$ cat src/rtl/divider.sv
// rtl/divider.sv - 32-bit sequential radix-2 restoring divider, signed or unsigned
// Optional DIV_ZERO_FAST_EN: a zero divisor bypasses the 32 CALC steps.
module divider (
  input  logic        div_clk,
  input  logic        reset,
  input  logic        div_en,
  input  logic        div_signed,
  input  logic [31:0] x,
  input  logic [31:0] y,
  output logic [31:0] s,
  output logic [31:0] r,
  output logic        div_busy,
  output logic        div_done
);

  typedef enum logic [1:0] {IDLE, CALC, FIX, DONE} state_t;

  state_t      state, state_nx;
  logic [31:0] dvd;     // dividend shifting out, quotient shifting in
  logic [31:0] dsr;     // divisor magnitude
  logic [31:0] rem;
  logic [31:0] x_orig;
  logic [4:0]  cnt;
  logic        sign_q, sign_r;

  logic [31:0] x_mag, y_mag;
  logic [32:0] shifted;
  logic [31:0] diff;
  logic        ge;

  always_comb begin
    x_mag   = (div_signed && x[31]) ? -x : x;
    y_mag   = (div_signed && y[31]) ? -y : y;
    shifted = {rem, dvd[31]};
    ge      = (shifted >= {1'b0, dsr});
    // when ge holds the true difference is below dsr, so 32 bits suffice
    diff    = shifted[31:0] - dsr;
  end

  always_comb begin
    state_nx = state;
    case (state)
      IDLE: begin
        if (div_en) begin
`ifdef DIV_ZERO_FAST_EN
          state_nx = (y == 32'd0) ? FIX : CALC;
`else
          state_nx = CALC;
`endif
        end
      end
      CALC:    if (cnt == 5'd31) state_nx = FIX;
      FIX:     state_nx = DONE;
      DONE:    state_nx = IDLE;
      default: state_nx = IDLE;
    endcase
  end

  always_ff @(posedge div_clk or posedge reset) begin
    if (reset) begin
      state  <= IDLE;
      dvd    <= '0;
      dsr    <= '0;
      rem    <= '0;
      x_orig <= '0;
      cnt    <= '0;
      sign_q <= 1'b0;
      sign_r <= 1'b0;
      s      <= '0;
      r      <= '0;
    end else begin
      state <= state_nx;
      case (state)
        IDLE: begin
          if (div_en) begin
            dvd    <= x_mag;
            dsr    <= y_mag;
            x_orig <= x;
            sign_q <= div_signed & (x[31] ^ y[31]);
            sign_r <= div_signed & x[31];
            rem    <= '0;
            cnt    <= '0;
          end
        end
        CALC: begin
          cnt <= cnt + 5'd1;
          if (ge) begin
            rem <= diff;
            dvd <= {dvd[30:0], 1'b1};
          end else begin
            rem <= shifted[31:0];
            dvd <= {dvd[30:0], 1'b0};
          end
        end
        FIX: begin
          // zero divisor returns all-ones and the untouched dividend in both modes
          if (dsr == 32'd0) begin
            s <= 32'hFFFF_FFFF;
            r <= x_orig;
          end else begin
            s <= sign_q ? -dvd : dvd;
            r <= sign_r ? -rem : rem;
          end
        end
        default: ;
      endcase
    end
  end

  assign div_busy = (state != IDLE);
  assign div_done = (state == DONE);

endmodule
$ cat config.mk
export PLATFORM = sky130hd
export DESIGN_NAME = divider
export DESIGN_NICKNAME = d
export VERILOG_FILES = /design/src/rtl/divider.sv
export SDC_FILE = /design/constraint.sdc
export NUM_CORES = 1
export LEC_CHECK = 0
export CORE_MARGIN = 2
export CORE_UTILIZATION = 25
export CTS_BUF_LIST = sky130_fd_sc_hd__clkbuf_16
export CTS_CLUSTER_DIAMETER = 60
export DETAILED_ROUTE_END_ITERATION = 7
export GPL_TIMING_DRIVEN = 0
export PLACE_DENSITY_LB_ADDON = 0.15
export SLEW_MARGIN = 10
export SYNTH_ARGS = -nofsm -noshare
export SYNTH_HDL_FRONTEND = slang
export SYNTH_SLANG_ARGS = --single-unit
$ cat constraint.sdc
create_clock -name div_clk -period 7.6 [get_ports div_clk]
set_input_delay 1.14 -clock div_clk [delete_from_list [all_inputs] [get_ports div_clk]]
set_output_delay 1.14 -clock div_clk [all_outputs]
set_load 0.005 [all_outputs]
==> impl_metrics.tcl <==
set metrics [dict create \
    dr.first_iter.drc_count 522 \
    delay_of_the_slowest_critical_path_stage_ns 0.81 \
    reg2reg_setup_slack_ns 3.32 \
    crit-reg2reg-capture "rem[13]" \
    hold_buffers 0 \
    maximum_fanout_along_the_worst_path 6 \
    worstPathArrival_ns 4.74 \
    post_drt_wl_per_cell_um 20.0 \
    core_region_area_um2 51200 \
    first_global_vias 11500 \
    dieHeight_um 232 \
    crit-reg2reg-launch "rem[11]" \
    grt_max_degree 103 \
    io_buffers 133 \
    worstPathRequired_ns 8.04 \
    boundaryPins 134 \
    grt_setup_unrepaired "no" \
    min_delay_worst_endpoint "x_orig[0]" \
    area_growth_pct 24.3 \
    worst-path-stages 9 \
    startpoint_type "primary input" \
    floorplan.initialDensity_pct 25.3 \
    synthArstFlopShare_pct 100 \
    count_of_tritonroute_iterations_in_the_first_routing_pass 5 \
    overflow 0 \
    critPathSlowestCell "sky130_fd_sc_hd__nor4_1" \
    cts-htree-levels 1 \
    synth_enable_flop_cells 0 \
    post-layout-total-power_uw 7650 \
    holdPathStages 2 \
    clockRootBuffer "sky130_fd_sc_hd__clkbuf_16" \
    grt_first_pass_wirelength_um 71300 \
    slew_headroom_pct 18.7 \
    post-route-period-util_pct 56.6 \
    synth-warning-count 0 \
    syn_area_um2 12900 \
    reg2regPathDepth 10 \
    routed_wirelength_um 47000 \
    clock.fmax_mhz 233 \
    static_leakage_power_uw 0.00642 \
    hold_path_startpoint "x_orig[0]" \
    critical_path.cell_chain "clkdlybuf4s50_1 > or3_1 > nor4_1 > and3_1 > nand4b_1 > o31ai_1 > xor2_1 > o21ai_1 > mux2_2" \
    clk_transition_reported_paths_ns 0.06 \
    cp_top_family "simple AND/OR/NAND/NOR gates" \
    detailedPlace.worstSlack_ns 2.78 \
    gpl.final_weighted_congestion 0.833 \
    path_buf_inv 1 \
    grt_use_total_pct 17.4 \
    postSynthNetCount 1596 \
    drv.max_cap_violation_count 0 \
    clock_sink_count 201 \
    synth_cell_types 71 \
    post-route-min-period_ns 4.30 \
    die_width_um 232 \
    count_of_buffers_added_by_post_cts_timing_repair_for_setup 0 \
    mean_instance_size_in_the_synthesized_netlist_um2 8.71 \
    yosys.area.top_type "sky130_fd_sc_hd__dfrtp_1" \
    grt_antenna_before_repair 0 \
    maxSlewViolCount 0 \
    cts_buffers 28 \
    ys_dominant_reg_cell "sky130_fd_sc_hd__dfrtp_1" \
    synthCells 1485 \
    final-instance-count-excl-fill 2351 \
    final.setup.worst_slack_ns 3.30 \
    final_net_count 1760 \
    timing.clock.skew_ns 0.00947 \
    finish.instance_area_um2 16100 \
    clockBufferDepth 3 \
    via_count 11600 \
    post_route_cells_drive_above_1_share_pct 7.06 \
    vdd_drop_max_mv 0.184 \
    run_status "finished clean" \
    post_synth_main_area_contributors "sky130_fd_sc_hd__dfrtp_1 39%, sky130_fd_sc_hd__xnor2_1 5.9%, sky130_fd_sc_hd__nand2_1 5.5%" \
    synth_top_area_share_pct 38.9 \
    dpl_cell_area_um2 15200 \
    timing.critical_path.to_type "flop" \
    power.density_cell_area_nw_per_um2 476 \
    die-area_um2 53600 \
    ant_nets 0 \
    hpwl_um 36900 \
    timing_hold_violations_final 0 \
    tritoncts "yes" \
    place.detailed.instances 2299 \
    worstSetupPathType "primary input to flop" \
    setup_violations 0 \
    clock_insertion_delay_worst_skew_ns 0.56 \
    fillers 5393 \
    postSynthRegisterBits 201 \
    hold_class "flop to flop" \
    avgViaCountPerCell 4.93 \
    placementRows 83 \
    dr_drc_count 0 \
    post_cts.resized_instances 0 \
    tightestPinTransition_ns 1.19 \
    antenna_cells 0 \
    worst_hold_slack_ns 0.486 \
    synth-seq-area-share_pct 38.9 \
]
==> cells in the final DEF (no fill, tap or decap), drive strengths merged, types with 52 or more instances in the layout <==
| cell | synthesis | routed |
|---|---|---|
| xor2 | 52 | 52 |
| nand2 | 191 | 191 |
| dfrtp | 201 | 201 |
| inv | 69 | 74 |
| nor2 | 89 | 89 |
| mux2 | 53 | 53 |
| clkbuf | 76 | 105 |
| a21oi | 106 | 106 |
| xnor2 | 87 | 87 |
| o21ai | 163 | 163 |
| clkdlybuf4s50 | 0 | 133 |
==> where the power goes <==
group | total, uW | internal, uW | switching, uW
Combinational | 4250 | 1770 | 2480
Sequential | 2070 | 1570 | 498
Clock | 1330 | 796 | 535
Total | 7650 | 4140 | 3510
==> through the flow <==
stage / setup TNS, ns / utilization, %
2_1_floorplan: 0 / -
3_3_place_gp: -445.79 / 29.5
3_5_place_dp: 0 / 29.6
4_1_cts: 0 / 31.4
5_1_grt: 0 / 31.4
6_report: 0 / 31.4
==> final cells by class <==
| cell class | count | area (um^2) | area share, % |
|---|---|---|---|
| multi-input cells | 1131 | 7330 | 45.6 |
| flip-flops and latches | 201 | 5030 | 31.3 |
| repair buffers | 134 | 1360 | 8.45 |
| well taps | 680 | 851 | 5.29 |
| clock buffers | 29 | 726 | 4.51 |
| plain buffers | 84 | 317 | 1.97 |
| inverters | 69 | 267 | 1.66 |
| clock inverters | 23 | 205 | 1.28 |
==> worst reg2reg max path: cells and delay by family (launching register included) <==
kind            cells  cell delay (ns)
simple gates        1             0.62
compound gates      6             2.09
flops               1             0.51
fa+ha+maj           1             0.29
buf+inv             2             0.61
==> sequential cells by signal, summed over array words and instances, names as in the netlist <==
| register | cells |
|---|---|
| rem | 32 |
| r | 32 |
| s | 32 |
| cnt | 5 |
| state | 2 |
| x_orig | 32 |
| sign_r | 1 |
| sign_q | 1 |
| dvd | 32 |
| dsr | 32 |
==> kinds of logic (layout without fill, tap and decap cells) <==
kind of cell | after synthesis | count (layout) | share of synthesized area, %
simple gates | 455 | 455 | 16.7
compound gates | 433 | 433 | 21.1
flops | 201 | 201 | 38.9
buf+inv | 153 | 339 | 4.45
xor+xnor | 139 | 139 | 9.41
mux | 61 | 61 | 5.23
fa+ha+maj | 43 | 43 | 4.22
==> worst max-delay path by stage <==
stage                 start      end
floorplan             reset   cnt[0]
global placement      reset    r[21]
detailed placement     x[2]  dvd[29]
CTS                 rem[11]  rem[13]
global route        rem[11]  rem[14]
finish                 x[2]  dvd[29]
==> synth_stat cells (3+ instances only) <==
| cell | n |
|---|---|
| sky130_fd_sc_hd__a2111oi_0 | 4 |
| sky130_fd_sc_hd__a211oi_1 | 4 |
| sky130_fd_sc_hd__a21o_1 | 16 |
| sky130_fd_sc_hd__a21oi_1 | 106 |
| sky130_fd_sc_hd__a221o_1 | 4 |
| sky130_fd_sc_hd__a22o_1 | 4 |
| sky130_fd_sc_hd__a31oi_1 | 8 |
| sky130_fd_sc_hd__and2_1 | 10 |
| sky130_fd_sc_hd__and3_1 | 12 |
| sky130_fd_sc_hd__buf_1 | 7 |
| sky130_fd_sc_hd__clkbuf_1 | 76 |
| sky130_fd_sc_hd__dfrtp_1 | 201 |
| sky130_fd_sc_hd__ha_1 | 42 |
| sky130_fd_sc_hd__inv_1 | 68 |
| sky130_fd_sc_hd__mux2_2 | 53 |
| sky130_fd_sc_hd__mux2i_1 | 8 |
| sky130_fd_sc_hd__nand2_1 | 191 |
| sky130_fd_sc_hd__nand2b_1 | 3 |
| sky130_fd_sc_hd__nand3_1 | 15 |
| sky130_fd_sc_hd__nand4_1 | 36 |
| sky130_fd_sc_hd__nor2_1 | 89 |
| sky130_fd_sc_hd__nor2b_1 | 8 |
| sky130_fd_sc_hd__nor3_1 | 18 |
| sky130_fd_sc_hd__nor4_1 | 17 |
| sky130_fd_sc_hd__o211ai_1 | 27 |
| sky130_fd_sc_hd__o21a_1 | 3 |
| sky130_fd_sc_hd__o21ai_0 | 125 |
| sky130_fd_sc_hd__o21ai_1 | 38 |
| sky130_fd_sc_hd__o221ai_1 | 3 |
| sky130_fd_sc_hd__o22a_1 | 21 |
| sky130_fd_sc_hd__o31ai_1 | 28 |
| sky130_fd_sc_hd__o32ai_1 | 3 |
| sky130_fd_sc_hd__o41ai_1 | 10 |
| sky130_fd_sc_hd__o41ai_2 | 4 |
| sky130_fd_sc_hd__or2_2 | 4 |
| sky130_fd_sc_hd__or3_1 | 20 |
| sky130_fd_sc_hd__or4_1 | 19 |
| sky130_fd_sc_hd__or4_4 | 4 |
| sky130_fd_sc_hd__xnor2_1 | 87 |
| sky130_fd_sc_hd__xor2_1 | 52 |
==> metal layers <==
layer  vias to the layer above  wire length, um  GRT usage [%]
met2                       241            22200           29.1
met1                      5612            21500           23.4
met5                         -                0              0
met4                         0             1450           5.56
li1                       5686                -              -
met3                        62             1900           1.93
Note: power is estimated with default switching activity, not from simulation.
